[src/rtl/writeback_arbiter_pkg.sv]
// Shared writeback widths, register-file entry payload and arbiter state type.
package writeback_arbiter_pkg;

    localparam int unsigned WB_DATA_WIDTH_POW = 6;
    localparam int unsigned WB_DATA_WIDTH     = 1 << WB_DATA_WIDTH_POW;
    localparam int unsigned WB_RD_WIDTH       = 5;
    localparam int unsigned WB_FIFO_DEPTH_POW = 1;

    // One register-file write: destination index plus result
    typedef struct packed {
        logic [WB_RD_WIDTH-1:0]   rd;
        logic [WB_DATA_WIDTH-1:0] data;
    } wb_entry_t;

    // Round-robin pointer: source that wins when both heads are valid
    typedef enum logic {
        RR_ALU = 1'b0,
        RR_LSU = 1'b1
    } rr_src_e;

endpackage

[src/rtl/writeback_arbiter_fifo.sv]
// wb_fifo: per-source result buffer, 2^DEPTH_POW entries, extra pointer bit for full/empty.
module wb_fifo #(
    parameter int unsigned DEPTH_POW = 1,
    parameter int unsigned WIDTH     = 69
) (
    input  logic             clk_in,
    input  logic             rst_n_in,
    input  logic             flush_in,
    input  logic             push_in,
    input  logic [WIDTH-1:0] push_data_in,
    input  logic             pop_in,
    output logic             full_c,
    output logic             empty_c,
    output logic [WIDTH-1:0] head_c
);

    localparam int unsigned DEPTH = 1 << DEPTH_POW;
    localparam int unsigned PTR_W = DEPTH_POW + 1;

    logic [PTR_W-1:0] wr_ptr;
    logic [PTR_W-1:0] rd_ptr;
    logic [WIDTH-1:0] mem [DEPTH];
    logic             do_push;
    logic             do_pop;

    assign full_c  = (wr_ptr[DEPTH_POW] != rd_ptr[DEPTH_POW]) &&
                     (wr_ptr[DEPTH_POW-1:0] == rd_ptr[DEPTH_POW-1:0]);
    assign empty_c = (wr_ptr == rd_ptr);
    assign head_c  = mem[rd_ptr[DEPTH_POW-1:0]];
    assign do_push = push_in && !full_c && !flush_in;
    assign do_pop  = pop_in && !empty_c && !flush_in;

    // Pointer update; reset and flush both empty the buffer
    always_ff @(posedge clk_in) begin
        if (!rst_n_in || flush_in) begin
            wr_ptr <= '0;
            rd_ptr <= '0;
        end else begin
            if (do_push) wr_ptr <= wr_ptr + PTR_W'(1);
            if (do_pop)  rd_ptr <= rd_ptr + PTR_W'(1);
        end
    end

    // Storage write; contents need no reset since pointers define validity
    always_ff @(posedge clk_in) begin
        if (do_push) mem[wr_ptr[DEPTH_POW-1:0]] <= push_data_in;
    end

endmodule

[src/rtl/writeback_arbiter.sv]
// Writeback arbiter: buffers ALU and LSU results and drains one per cycle
// into the register-file write port, round-robin between sources.
// Optional WB_BYPASS_EN adds two combinational forwarding compare ports.
module writeback_arbiter
    import writeback_arbiter_pkg::*;
#(
    parameter int unsigned REG_DATA_WIDTH_POW = WB_DATA_WIDTH_POW,
    parameter int unsigned REG_MEM_DEPTH_POW  = WB_RD_WIDTH,
    parameter int unsigned FIFO_DEPTH_POW     = WB_FIFO_DEPTH_POW
) (
    input  logic                                 clk_in,
    input  logic                                 rst_n_in,
    input  logic                                 alu_valid_in,
    output logic                                 alu_ready_out,
    input  logic [REG_MEM_DEPTH_POW-1:0]         alu_rd_in,
    input  logic [(1 << REG_DATA_WIDTH_POW)-1:0] alu_data_in,
    input  logic                                 lsu_valid_in,
    output logic                                 lsu_ready_out,
    input  logic [REG_MEM_DEPTH_POW-1:0]         lsu_rd_in,
    input  logic [(1 << REG_DATA_WIDTH_POW)-1:0] lsu_data_in,
    input  logic                                 flush_in,
`ifdef WB_BYPASS_EN
    input  logic [REG_MEM_DEPTH_POW-1:0]         bypass_rs1_in,
    input  logic [REG_MEM_DEPTH_POW-1:0]         bypass_rs2_in,
    output logic                                 bypass1_hit_out,
    output logic [(1 << REG_DATA_WIDTH_POW)-1:0] bypass1_data_out,
    output logic                                 bypass2_hit_out,
    output logic [(1 << REG_DATA_WIDTH_POW)-1:0] bypass2_data_out,
`endif
    output logic                                 write_en_out,
    output logic [REG_MEM_DEPTH_POW-1:0]         rd_out,
    output logic [(1 << REG_DATA_WIDTH_POW)-1:0] data_write_out
);

    localparam int unsigned REG_DATA_WIDTH = 1 << REG_DATA_WIDTH_POW;
    localparam int unsigned ENTRY_W        = REG_MEM_DEPTH_POW + REG_DATA_WIDTH;

    logic               alu_full_c, alu_empty_c;
    logic               lsu_full_c, lsu_empty_c;
    logic [ENTRY_W-1:0] alu_head_c, lsu_head_c;
    logic [ENTRY_W-1:0] pop_entry_c;
    logic               grant_alu_c, grant_lsu_c;
    rr_src_e            rr_q, rr_d;

    wb_fifo #(.DEPTH_POW(FIFO_DEPTH_POW), .WIDTH(ENTRY_W)) u_alu_fifo (
        .clk_in       (clk_in),
        .rst_n_in     (rst_n_in),
        .flush_in     (flush_in),
        .push_in      (alu_valid_in),
        .push_data_in ({alu_rd_in, alu_data_in}),
        .pop_in       (grant_alu_c),
        .full_c       (alu_full_c),
        .empty_c      (alu_empty_c),
        .head_c       (alu_head_c)
    );

    wb_fifo #(.DEPTH_POW(FIFO_DEPTH_POW), .WIDTH(ENTRY_W)) u_lsu_fifo (
        .clk_in       (clk_in),
        .rst_n_in     (rst_n_in),
        .flush_in     (flush_in),
        .push_in      (lsu_valid_in),
        .push_data_in ({lsu_rd_in, lsu_data_in}),
        .pop_in       (grant_lsu_c),
        .full_c       (lsu_full_c),
        .empty_c      (lsu_empty_c),
        .head_c       (lsu_head_c)
    );

    // Ready depends only on occupancy, never on valid
    assign alu_ready_out = !alu_full_c;
    assign lsu_ready_out = !lsu_full_c;

    // Round-robin pointer register
    always_ff @(posedge clk_in) begin
        if (!rst_n_in) rr_q <= RR_ALU;
        else           rr_q <= rr_d;
    end

    // Grant selection; pointer moves to the source not granted, flush freezes it
    always_comb begin
        grant_alu_c = 1'b0;
        grant_lsu_c = 1'b0;
        rr_d        = rr_q;
        if (!flush_in) begin
            if (!alu_empty_c && (lsu_empty_c || rr_q == RR_ALU)) begin
                grant_alu_c = 1'b1;
                rr_d        = RR_LSU;
            end else if (!lsu_empty_c) begin
                grant_lsu_c = 1'b1;
                rr_d        = RR_ALU;
            end
        end
    end

    assign pop_entry_c = grant_alu_c ? alu_head_c : lsu_head_c;

    // Registered write port; rd 0 is drained without a strobe
    always_ff @(posedge clk_in) begin
        if (!rst_n_in || flush_in) begin
            write_en_out   <= 1'b0;
            rd_out         <= '0;
            data_write_out <= '0;
        end else begin
            write_en_out <= (grant_alu_c || grant_lsu_c) &&
                            (pop_entry_c[ENTRY_W-1 -: REG_MEM_DEPTH_POW] != '0);
            if (grant_alu_c || grant_lsu_c) begin
                rd_out         <= pop_entry_c[ENTRY_W-1 -: REG_MEM_DEPTH_POW];
                data_write_out <= pop_entry_c[REG_DATA_WIDTH-1:0];
            end
        end
    end

`ifdef WB_BYPASS_EN
    // Forward the in-flight write to matching source operands
    always_comb begin
        bypass1_hit_out  = write_en_out && (rd_out == bypass_rs1_in);
        bypass2_hit_out  = write_en_out && (rd_out == bypass_rs2_in);
        bypass1_data_out = bypass1_hit_out ? data_write_out : '0;
        bypass2_data_out = bypass2_hit_out ? data_write_out : '0;
    end
`endif

endmodule

[config.mk]
export PLATFORM = sky130hd
export DESIGN_NAME = writeback_arbiter
export DESIGN_NICKNAME = d
export VERILOG_FILES = /design/src/rtl/writeback_arbiter_pkg.sv /design/src/rtl/writeback_arbiter_fifo.sv /design/src/rtl/writeback_arbiter.sv
export SDC_FILE = /design/constraint.sdc
export NUM_CORES = 1
export LEC_CHECK = 0
export ABC_AREA = 1
export BUFFER_PORTS_ARGS = -buffer_cell sky130_fd_sc_hd__buf_2
export CAP_MARGIN = 30
export CORE_UTILIZATION = 60
export CTS_BUF_LIST = sky130_fd_sc_hd__clkbuf_4 sky130_fd_sc_hd__clkbuf_8
export DETAILED_ROUTE_END_ITERATION = 10
export PLACE_DENSITY = 0.84
export SYNTH_ARGS = -nofsm -noshare
export SYNTH_HDL_FRONTEND = slang
export SYNTH_SLANG_ARGS = --single-unit
[constraint.sdc]
create_clock -name clk_in -period 9.15 [get_ports clk_in]
set_input_delay 2.745 -clock clk_in [delete_from_list [all_inputs] [get_ports clk_in]]
set_output_delay 2.745 -clock clk_in [all_outputs]
set_load 0.01 [all_outputs]
After elaboration in Yosys (flattened, before gate mapping)
Memory sizes are Yosys's and may differ from the RTL's. A register that Yosys moved wholly into a read port is not among the register bits.
Index checks and enable logic that the tools add are counted.
{ "op_classes": {"add_sub_neg": 4, "n_mul": 0, "n_div": 0, "order_cmp": 0, "eq_ne": 7, "shifts": 0, "n_mux": 16, "bitwise_logic": 2, "reduce_logical": 23} }
{ "ops": {"columns": ["cell", "count"], "rows": [
  ["two-way mux 69 bit", 1],
  ["two-way mux 1 bit", 15],
  ["logical AND 1 bit", 12],
  ["adder 2 x 1 -> 2 bit (second input constant)", 4],
  ["logical NOT 1 bit", 6],
  ["nonzero test 5 bit", 1],
  ["equality test 2 bit", 2],
  ["logical OR 1 bit", 3],
  ["equality test 1 bit", 2],
  ["inequality test 1 bit", 2],
  ["inequality test 2 x 1 -> 1 bit (second input constant)", 1],
  ["inverter 1 bit", 2],
  ["AND reduction 2 bit", 1]
]} }
{ "totals": {"ff_bits": 79, "latchBits": 0, "ramBits": 276, "romBits": 0, "in_bits": 143, "out_inout_bits": 72, "elab_cells": 62, "mem_count": 2} }
{ "memory_table": {"columns": ["memory", "depth", "width", "read_ports", "rd_ports_with_merged_regs", "write_ports", "line_no", "text"], "rows": [
  ["u_alu_fifo.mem", 2, 69, 1, 1, 1, "writeback_arbiter_fifo.sv:22", "logic [WIDTH-1:0] mem [DEPTH];"],
  ["u_lsu_fifo.mem", 2, 69, 1, 1, 1, "writeback_arbiter_fifo.sv:22", null]
]} }

Logic depth before layout (Yosys ltp)
Gate-level depths: netlist of the first run.
{ "depth": {"word_depth": 9, "depth_mapped": 12} }

By module
Synthesis of the first run repeated with hierarchy kept, for this count alone.
{ "hier_totals": {"hier_cells": 883, "hier_area_um2": 14089.8} }
{ "by_module_without_submodules": {"columns": ["module", "instances", "cells_per_inst", "area_per_inst_um2", "seq_area_each_um2"], "rows": [
  ["wb_fifo", 2, 263, 5288.8, 4244.1],
  ["writeback_arbiter", 1, 357, 3512.1, 1421.4]
]} }

Worst setup path before layout of the first run
No wires, ideal clock.
{ "synth_path": {"path_kind": "input -> register", "from": "input flush_in", "to": "register u_alu_fifo.wr_ptr[1]", "setup_time_ps": 90, "arrival_ps": 6342, "required_time_ps": 9060, "setup_slack_ps": 2718, "path_stages": 5, "cell_sequence": "inv_1 nand3_1 nor2_1 o21ai_0 a21oi_1"} }
{ "synth_between": {"elab_chain_cells": 2, "word_cells_on_any_way": 3} }
{ "synth_rtl": {"columns": ["item", "line_no", "text"], "rows": [
  ["start: declaration", "writeback_arbiter.sv:21", "input logic flush_in,"],
  ["logical NOT 1 bit", "writeback_arbiter_fifo.sv:30", "assign do_push = push_in && !full_c && !flush_in;"],
  ["logical AND 1 bit", "writeback_arbiter_fifo.sv:30", null],
  ["end signal: assignment", "writeback_arbiter_fifo.sv:39", "if (do_push) wr_ptr <= wr_ptr + PTR_W'(1);"],
  ["end: declaration", "writeback_arbiter_fifo.sv:20", "logic [PTR_W-1:0] wr_ptr;"]
]} }
Several ways; a longest one is shown, not always the timed one.
A chain may end at the register's enable or synchronous reset.

Worst setup path after layout of the first run
Ends and elaborated chain as after synthesis.

==> impl_metrics.csv, run 1 <==
group,metric,value,unit
floorplan,core_area,21220,µm²
logic_synthesis,syn_avg_cell_area,14.78,µm²
logic_synthesis,syn_area,13140,µm²
logic_synthesis,ys_seq_area_share,75.44,%
critical_path,cp_top_family,"buffers and inverters",
floorplan,fp.dieH,150.0,µm
route,drc,0,
critical_path,cp.required,9.64,ns
critical_path,arrival,4.84,ns
clock_network,cts_tree,"built",
timing,tightest_slew,0.8715,ns
timing,rsz0062_at_grt,"false",
clock_network,cts.sinks,357,
logic_synthesis,yosysTopAreaCellShare,63.09,%
route,avgViaCountPerCell,5.451,
layout,fin_area,15670,µm²
global_route,overflow,0,
layout,seq_area,9917,µm²
clock_network,cts_buffers,54,
floorplan,io_pins,215,
logic_synthesis,synth.lib_cells_used.distinct,20,
layout,multiInputGateArea,2992,µm²
layout,final_cell_mix,"edfxtp_1 (276), buf_2 (214), nand2_1 (161)",
global_route,grt_pass1_wl,42700,µm
placed_design,detailed_place_hpwl,17150,µm
layout,drive_above_1_share,34.13,%
floorplan,row_count,53,
timing,slew_headroom,41.90,%
timing,setup_viol,0,
layout,final_common_cell,"edfxtp_1",
placed_design,post-place-cells,1343,
route,drtIter0Drc,485,
timing,max_freq,0.2297,GHz
floorplan,die_area,22490,µm²
run_status,status,"complete, no violations",
critical_path,crit_buf_inv,3,
critical_path,critPathCaptureType,"register",
layout,stdcell_count,1453,
route,route.vias.total,7920,
timing,period_share,47.58,%
job,cap_viol_max_count,0,
logic_synthesis,synth_area_leader_cell,"edfxtp_1",
placed_design,gp_congestion,0.7741,
logic_synthesis,yosys_warnings,0,
pwr,powerDensity,209.1,nW/µm²
route,antenna_left,0,
clock_network,clkLatencyLatePin,0.56,ns
logic_synthesis,syn_nets,1032,
critical_path,crit_fanout,53,
critical_path,critPathLaunchType,"input port",
clock_network,cts.clk_slew.worst_paths,0.06,ns
route,avgRoutedWirePerCell,19.20,µm
timing,tns,0,ns
layout,fin_nets,1267,
critical_path,slowest_delay,0.69,ns
timing,finalClockSkew,0.01247,ns
global_route,antenna_found_initial,10,
logic_synthesis,synthTopCellsByArea,"edfxtp_1 (63%), dfxtp_1 (12%), mux2_2 (5.7%)",
timing,hold_violations,0,
clock_network,cts_root_buf,"clkbuf_8",
layout,fillers,1353,
route,drt-pass1-iter-count,4,
placed_design,post-place-ws,4.187,ns
pwr,power_leakage,6.029,nW
global_route,grt_pass1_vias,8233,
timing,drv_slew,0,
critical_path,crit_slowest_cell,"buf_4",
clock_network,ctsHoldBuffers,0,
layout,fin_util,73.84,%
pwr,ir_drop,0.1544,mV
layout,area_growth_syn_to_layout,19.29,%
global_route,grt_max_degree,87,
timing,finalWorstSetupSlack,4.796,ns
clock_network,post-cts-setup-buffers,0,
route,wl,27900,µm
logic_synthesis,synth-seq-cells,357,
placed_design,port_buffers,214,
critical_path,cp_cell_sequence,"buf_2 > inv_1 > nand3_1 > nor2_4 > buf_4 > o21ai_0 > a21oi_1",
clock_network,cts-resized-gates,0,
floorplan,initial_utilization,61.90,%
floorplan,die_w,150.0,µm
placed_design,placed_area,14490,µm²
clock_network,clockBufferDepth,3,
logic_synthesis,synthCells,889,
critical_path,path_class,"input port to register",
worst_hold_path,hold_path.class,"register to register",
global_route,grt_usage,25.22,%
timing,finalCriticalPeriod,4.354,ns
clock_network,htreeDepth,2,
==> worst paths after layout <==
path	from	to	slack, ns	cells after the start
max	flush_in	u_alu_fifo.wr_ptr[1]	4.80	7
min	data_write_out[28]	data_write_out[28]	0.45	2
max reg2reg	u_alu_fifo.wr_ptr[0]	u_alu_fifo.wr_ptr[1]	6.41	9
min reg2reg	data_write_out[28]	data_write_out[28]	0.45	2
==> synthesized netlist by cell type <==
library cell    n
clkbuf_1       19
nor3_4          1
buf_4           4
inv_1          12
nand2_2         2
a21oi_4         1
o21ai_0        78
xnor2_1         1
inv_2           2
buf_6           1
nor2_1          8
nand3_1         8
buf_2          20
edfxtp_1      276
o21ai_1         1
a21oi_1        74
mux2_2         66
dfxtp_1        81
mux2i_1        72
nand2_1       162
==> report_power, final <==
part | internal [mW] | leakage (nW) | switching, mW
combinational | 0.0514 | 2.22 | 0.0799
clock | 0.762 | 0.619 | 0.579
sequential | 1.79 | 3.19 | 0.0133
==> per-stage QoR <==
step	hold slack [ns]	power [mW]
6_report	0.4459	3.276
5_1_grt	0.4674	3.379
4_1_cts	0.4514	3.299
3_5_place_dp	0.4355	1.969
3_3_place_gp	0.4327	1.959
2_1_floorplan	0.4434	1.900
==> layer usage <==
metal / GRT usage (%) / vias up / routed length (µm)
met4: 8.737 / 4 / 616
met3: 6.890 / 53 / 2302
met5: 0 / - / 30
met1: 31.84 / 3804 / 11190
li1: - / 3736 / -
met2: 42.06 / 323 / 13760
==> cells by family after synthesis <==
| kind of cell | share of synthesized area [%] |
|---|---|
| multiplexers | 11.14 |
| AND/OR/NAND/NOR | 5.381 |
| XOR/XNOR | 0.06669 |
| flip-flops | 75.44 |
| AO/OA/AOI/OAI | 5.953 |
| buffers and inverters | 2.019 |
==> state kept, by name (all words and copies together), names as in the netlist, named ones only <==
name               count
u_lsu_fifo.wr_ptr      2
u_alu_fifo.wr_ptr      2
u_lsu_fifo.rd_ptr      2
data_write_out        64
u_alu_fifo.rd_ptr      2
u_lsu_fifo.mem       138
write_en_out           1
rd_out                 5
rr_q                   1
u_alu_fifo.mem       138
==> worst min-delay path, cell delays in order, from the launching register on <==
cell and delay (ns):
dfxtp_1 0.32, nand2_1 0.05, nand2_1 0.05
==> area by class of cell <==
cell class | instances | area share, %
Sequential cell | 357 | 63.29
Multi-Input combinational cell | 474 | 19.09
Timing Repair Buffer | 223 | 7.522
Clock buffer | 90 | 7.066
Tap cell | 275 | 2.196
Clock inverter | 11 | 0.3513
Inverter | 14 | 0.3433
Antenna cell | 9 | 0.1437
(Power assumes the default switching activity.)
==> run 2: changes to the inputs <==
--- a/config.mk
+++ b/config.mk
@@ -5,13 +5,13 @@
 export SDC_FILE = /design/constraint.sdc
 export NUM_CORES = 1
 export LEC_CHECK = 0
-export ABC_AREA = 1
+export ABC_AREA = 0
 export BUFFER_PORTS_ARGS = -buffer_cell sky130_fd_sc_hd__buf_2
 export CAP_MARGIN = 30
-export CORE_UTILIZATION = 60
+export CORE_UTILIZATION = 53
 export CTS_BUF_LIST = sky130_fd_sc_hd__clkbuf_4 sky130_fd_sc_hd__clkbuf_8
 export DETAILED_ROUTE_END_ITERATION = 10
-export PLACE_DENSITY = 0.84
+export PLACE_DENSITY = 0.78
 export SYNTH_ARGS = -nofsm -noshare
 export SYNTH_HDL_FRONTEND = slang
 export SYNTH_SLANG_ARGS = --single-unit
==> constraint.sdc (replaced) <==
create_clock -name clk_in -period 3.7 [get_ports clk_in]
set_input_delay 1.11 -clock clk_in [delete_from_list [all_inputs] [get_ports clk_in]]
set_output_delay 1.11 -clock clk_in [all_outputs]
set_load 0.01 [all_outputs]
==> run 2 against run 1 <==
Sequential share of layout area shrank 1.5 points; sequential power grew 150%; synthesized cell count shrank 6.0%; flip-flop and latch count is the same; clock power grew 140%; via count grew 4.1%; power grew 150%; cell count shrank 0.28%; register-to-register slack lost 5.2 ns; global-route usage shrank 2.1 points.
==> impl_metrics.csv, run 2 <==
group,metric,value,unit
run_status,status,"complete, no violations",
clock_network,clockBufferDepth,3,
floorplan,die_area,26090,µm²
global_route,grt_usage,23.10,%
layout,fillers,1825,
pwr,seqPwrFrac,55.2,%
logic_synthesis,yosysMostFrequentCell,"edfxtp_1",
placed_design,post-place-cells,1340,
clock_network,cts.clk_slew.worst_paths,0.06,ns
layout,final_common_cell,"edfxtp_1",
route,wl,30300,µm
layout,fin_area,16060,µm²
layout,stdcell_count,1449,
logic_synthesis,synth_common_cells,"edfxtp_1 (276), mux2i_1 (128), dfxtp_1 (81), nand3_1 (69), a32o_1 (64)",
logic_synthesis,yosys_warnings,0,
clock_network,clkLatencyLatePin,0.57,ns
timing,tightest_slew,0.8513,ns
critical_path,path_class,"register to primary output",
timing,finalWorstSetupSlack,0.7804,ns
pwr,ir_drop,0.3265,mV
logic_synthesis,syn_nets,979,
logic_synthesis,syn_avg_cell_area,16.14,µm²
critical_path,crit_slowest_cell,"xor2_1",
layout,area_growth_syn_to_layout,19.04,%
layout,drive_above_1_share,30.90,%
worst_hold_path,min_from,"data_write_out[31]",
critical_path,slowest_delay,0.52,ns
layout,seq_area,9917,µm²
logic_synthesis,synthTopCellsByArea,"edfxtp_1 (61%), dfxtp_1 (12%), mux2i_1 (9.5%)",
clock_network,cts_buffers,54,
floorplan,initial_utilization,53.88,%
critical_path,critPathCaptureType,"primary output",
logic_synthesis,async_reset_ff_share,0,%
placed_design,port_buffers,214,
route,route.vias.total,8246,
pwr,comb_power_share,4.7,%
critical_path,critPathLaunchType,"register",
pwr,clockPowerShare,40.1,%
clock_network,cts_tree,"built",
timing,holdWs,0.4587,ns
logic_synthesis,synth_area_leader_cell,"edfxtp_1",
global_route,grt_pass1_wl,46020,µm
critical_path,crit_fanout,5,
layout,multiInputGateArea,3282,µm²
timing,hold_violations,0,
pwr,power_leakage,5.547,nW
logic_synthesis,syn_area,13490,µm²
logic_synthesis,synth_edf_count,276,
critical_path,cp_cell_sequence,"xor2_1 > nand2_1 > buf_2",
route,drc,0,
timing,slew_headroom,43.25,%
pwr,powerDensity,504.9,nW/µm²
floorplan,core_area,25040,µm²
placed_design,post-place-ws,0.8347,ns
logic_synthesis,synth.lib_cells_used.distinct,46,
layout,fin_nets,1209,
logic_synthesis,synth-seq-cells,357,
clock_network,cts-resized-gates,0,
pwr,p_int,6.376,mW
logic_synthesis,synthFlopType,"edfxtp_1",
pwr,swShare,21.35,%
timing,drv_slew,0,
critical_path,crit_buf_inv,1,
floorplan,die_w,161.5,µm
critical_path,cp-startpoint,"u_alu_fifo.rd_ptr[1]",
job,cap_viol_max_count,0,
clock_network,cts.sinks,357,
layout,final_cell_mix,"edfxtp_1 (276), buf_2 (214), mux2i_1 (128)",
placed_design,detailed_place_hpwl,18900,µm
clock_network,ctsHoldBuffers,0,
layout,fin_util,64.14,%
logic_synthesis,synthCells,836,
route,drt-pass1-iter-count,5,
clock_network,post-cts-setup-buffers,0,
timing,tns,0,ns
route,avgRoutedWirePerCell,20.91,µm
clock_network,htreeDepth,2,
global_route,antenna_found_initial,12,
logic_synthesis,yosysTopAreaCellShare,61.44,%
logic_synthesis,ys_seq_area_share,73.46,%
timing,rsz0062_at_grt,"false",
placed_design,placed_area,14940,µm²
timing,finalCriticalPeriod,2.920,ns
floorplan,io_pins,215,
global_route,overflow,0,
worst_hold_path,hold_path.class,"register to register",
route,antenna_left,0,
route,avgViaCountPerCell,5.691,
timing,finalClockSkew,0.02008,ns
pwr,power.switching,1.731,mW
placed_design,gp_congestion,0.7913,
floorplan,fp.dieH,161.5,µm
timing,period_share,78.91,%
critical_path,cp_top_family,"XOR/XNOR gates",
critical_path,cp.required,2.59,ns
pwr,totalPowerFinal,8.108,mW
global_route,grt_pass1_vias,8395,
floorplan,row_count,58,
clock_network,cts_root_buf,"clkbuf_8",
timing,max_freq,0.3425,GHz
critical_path,arrival,1.81,ns
route,drtIter0Drc,712,
timing,setup_viol,0,
critical_path,r2r_start,"u_lsu_fifo.rd_ptr[1]",
global_route,grt_max_degree,59,
run 2: changes by cell type after synthesis, sizes merged, moves of 12 or more:
cell,previous run,this run
a21oi,75,9
a32o,0,64
clkbuf,19,33
mux2,66,2
mux2i,72,128
nand2,164,7
nand3,8,69
o21ai,79,67
run 2: layout make-up:
| type | count | share of cell area [%] |
|---|---|---|
| diodes | 9 | 0.1403 |
| clock buffers | 72 | 5.587 |
| clock inverters | 28 | 1.247 |
| inverters | 4 | 0.09350 |
| multi-input cells | 413 | 20.44 |
| flip-flops and latches | 357 | 61.76 |
| well taps | 330 | 2.571 |
| repair buffers | 236 | 8.166 |
run 2: final timing paths:
| check | cells after the start | slack, ns | to |
|---|---|---|---|
| max | 3 | 0.78 | alu_ready_out |
| min | 1 | 0.46 | data_write_out[31] |
| max reg2reg | 5 | 1.24 | write_en_out |
| min reg2reg | 1 | 0.46 | data_write_out[31] |
run 2: logic make-up after synthesis:
| logic type | Yosys count | share of synthesized area (%) |
|---|---|---|
| compound gates | 167 | 9.248 |
| xor+xnor | 9 | 0.7513 |
| buf+inv | 66 | 2.644 |
| flops | 357 | 73.46 |
| mux | 130 | 9.665 |
| simple gates | 107 | 4.230 |
run 2: routing by layer:
metal	global-route usage (%)	share of wire, %
met1	30.83	41
met2	36.99	48
met3	5.290	8.0
met4	8.877	2.6
met5	0	0.14
run 2: power groups by stage:
stage	sequential [mW]	clock, mW	combinational, mW
final	4.47	3.25	0.385
after global routing	4.48	3.47	0.418
after detailed placement	4.56	0	0.385
after global placement	4.55	0	0.367
after CTS	4.48	3.30	0.387
after floorplan	4.56	0	0.191
==> run 3: changes to the inputs <==
==> constraint.sdc (replaced) <==
create_clock -name clk_in -period 2.4 [get_ports clk_in]
set_input_delay 0.72 -clock clk_in [delete_from_list [all_inputs] [get_ports clk_in]]
set_output_delay 0.72 -clock clk_in [all_outputs]
set_load 0.01 [all_outputs]
==> run 3 against run 2 <==
Critical path depth up 1; die area unchanged; worst setup slack worse by 0.69 ns; sequential share of layout area decreased by 1.1 points; clock skew increased by 0.010 ns; clock power up 56%; sequential power rose by 54%; non-clock buffer count is 15 higher; clock-buffer cell count is 21 higher; critical path type unchanged; wire length increased by 1.2%.
==> impl_metrics.csv, run 3 (synthesized netlist as in run 2, its figures left out) <==
group,metric,value,unit
clock_network,htreeDepth,2,
critical_path,slowest_delay,0.42,ns
timing,slew_headroom,49.98,%
clock_network,cts.sinks,357,
global_route,grt_usage,23.50,%
clock_network,cts_buffers,55,
global_route,overflow,0,
floorplan,die_w,161.5,µm
route,drtIter0Drc,723,
clock_network,ctsHoldBuffers,0,
layout,final_cell_mix,"edfxtp_1 (276), buf_2 (214), mux2i_1 (128)",
floorplan,core_area,25040,µm²
clock_network,cts_root_buf,"clkbuf_8",
layout,drive_above_1_share,33.04,%
layout,final_common_cell,"edfxtp_1",
placed_design,detailed_place_hpwl,18990,µm
floorplan,row_count,58,
clock_network,clockBufferDepth,3,
global_route,antenna_found_initial,13,
route,avgViaCountPerCell,5.725,
critical_path,crit_slowest_cell,"dfxtp_1",
placed_design,gp_congestion,0.7939,
run_status,status,"complete, no violations",
critical_path,critPathCaptureType,"primary output",
layout,fin_util,65.29,%
layout,stdcell_count,1460,
global_route,grt_max_degree,72,
critical_path,crit_fanout,4,
critical_path,cp_cell_sequence,"xor2_1 > buf_4 > nand2_1 > buf_2",
timing,finalCriticalPeriod,2.305,ns
route,drc,0,
route,wl,30670,µm
pwr,powerDensity,770.7,nW/µm²
critical_path,cp.required,1.68,ns
clock_network,cts.clk_slew.worst_paths,0.07,ns
clock_network,clkLatencyLatePin,0.57,ns
clock_network,cts_tree,"built",
timing,max_freq,0.4339,GHz
critical_path,critPathLaunchType,"register",
layout,fin_nets,1225,
placed_design,post-place-ws,0.07494,ns
global_route,grt_pass1_vias,8544,
timing,setup_viol,0,
floorplan,die_area,26090,µm²
placed_design,post-place-cells,1354,
pwr,ir_drop,0.5682,mV
layout,area_growth_syn_to_layout,21.18,%
timing,holdWs,0.3363,ns
timing,hold_violations,0,
worst_hold_path,hold_path.class,"input port to register",
route,avgRoutedWirePerCell,21.00,µm
timing,finalWorstSetupSlack,0.09536,ns
global_route,grt_pass1_wl,46840,µm
floorplan,io_pins,215,
timing,finalClockSkew,0.03040,ns
route,drt-pass1-iter-count,5,
route,antenna_left,0,
critical_path,path_class,"register to primary output",
placed_design,port_buffers,214,
floorplan,fp.dieH,161.5,µm
timing,drv_slew,0,
timing,period_share,96.03,%
critical_path,arrival,1.58,ns
timing,tightest_slew,0.7441,ns
timing,rsz0062_at_grt,"false",
job,cap_viol_max_count,0,
floorplan,initial_utilization,53.88,%
route,route.vias.total,8358,
pwr,power_leakage,5.697,nW
## run 3: cell count changes in the layout (fill, tap and decap cells not counted), sizes merged
cell,change
diode,-2
buf,+15
bufinv,-3
clkbuf,+21
clkinv,-20
## run 3: worst paths after layout
kind / from / end / slack, ns / cells past startpoint
max: u_alu_fifo.rd_ptr[1] / alu_ready_out / 0.1 / 4
min: lsu_data_in[9] / u_lsu_fifo.mem[1][9] / 0.34 / 1
max reg2reg: u_alu_fifo.rd_ptr[0] / data_write_out[41] / 0.24 / 6
min reg2reg: rd_out[3] / rd_out[3] / 0.46 / 1
## run 3: cell type report
| cell class | instances | area [µm²] |
|---|---|---|
| Timing Repair Buffer | 251 | 1531 |
| Multi-Input combinational cell | 413 | 3308 |
| Antenna cell | 7 | 17.52 |
| Tap cell | 330 | 412.9 |
| Clock buffer | 93 | 1117 |
| Sequential cell | 357 | 9917 |
| Fill cell | 1817 | 8691 |
| Inverter | 4 | 15.01 |
| Clock inverter | 5 | 26.28 |
## run 3: repair_timing
action / 4_1_cts / 5_1_grt
setup endpoints to repair: 1 / 0
setup buffers: 0 / 0
gates resized for setup: 1 / 0
## run 3: metrics by stage
stage / total power, mW / cell area (µm²) / setup TNS (ns)
finish: 12.60 / 16350 / 0
global route: 13.02 / 16340 / 0
CTS: 12.69 / 16300 / 0
detailed placement: 7.639 / 15150 / 0
global placement: 7.605 / 15150 / 0
floorplan: 7.323 / 13530 / -96.68
## run 3: layer usage
| layer | track usage (%) | routed length (µm) |
|---|---|---|
| met5 | 0 | 64 |
| met1 | 29.97 | 12330 |
| met3 | 6.138 | 2411 |
| met2 | 38.64 | 15130 |
| met4 | 8.877 | 734 |
## run 3: power breakdown
group	internal, mW	switching (mW)
registers	6.84	0.0602
clock network	2.91	2.17
logic	0.261	0.361
## run 3: worst max-delay path, delay by kind of cell, from the launching register on
kind,cells,cell delay (ns)
xor+xnor,1,0.21
buf+inv,2,0.33
flops,1,0.42
simple gates,1,0.06
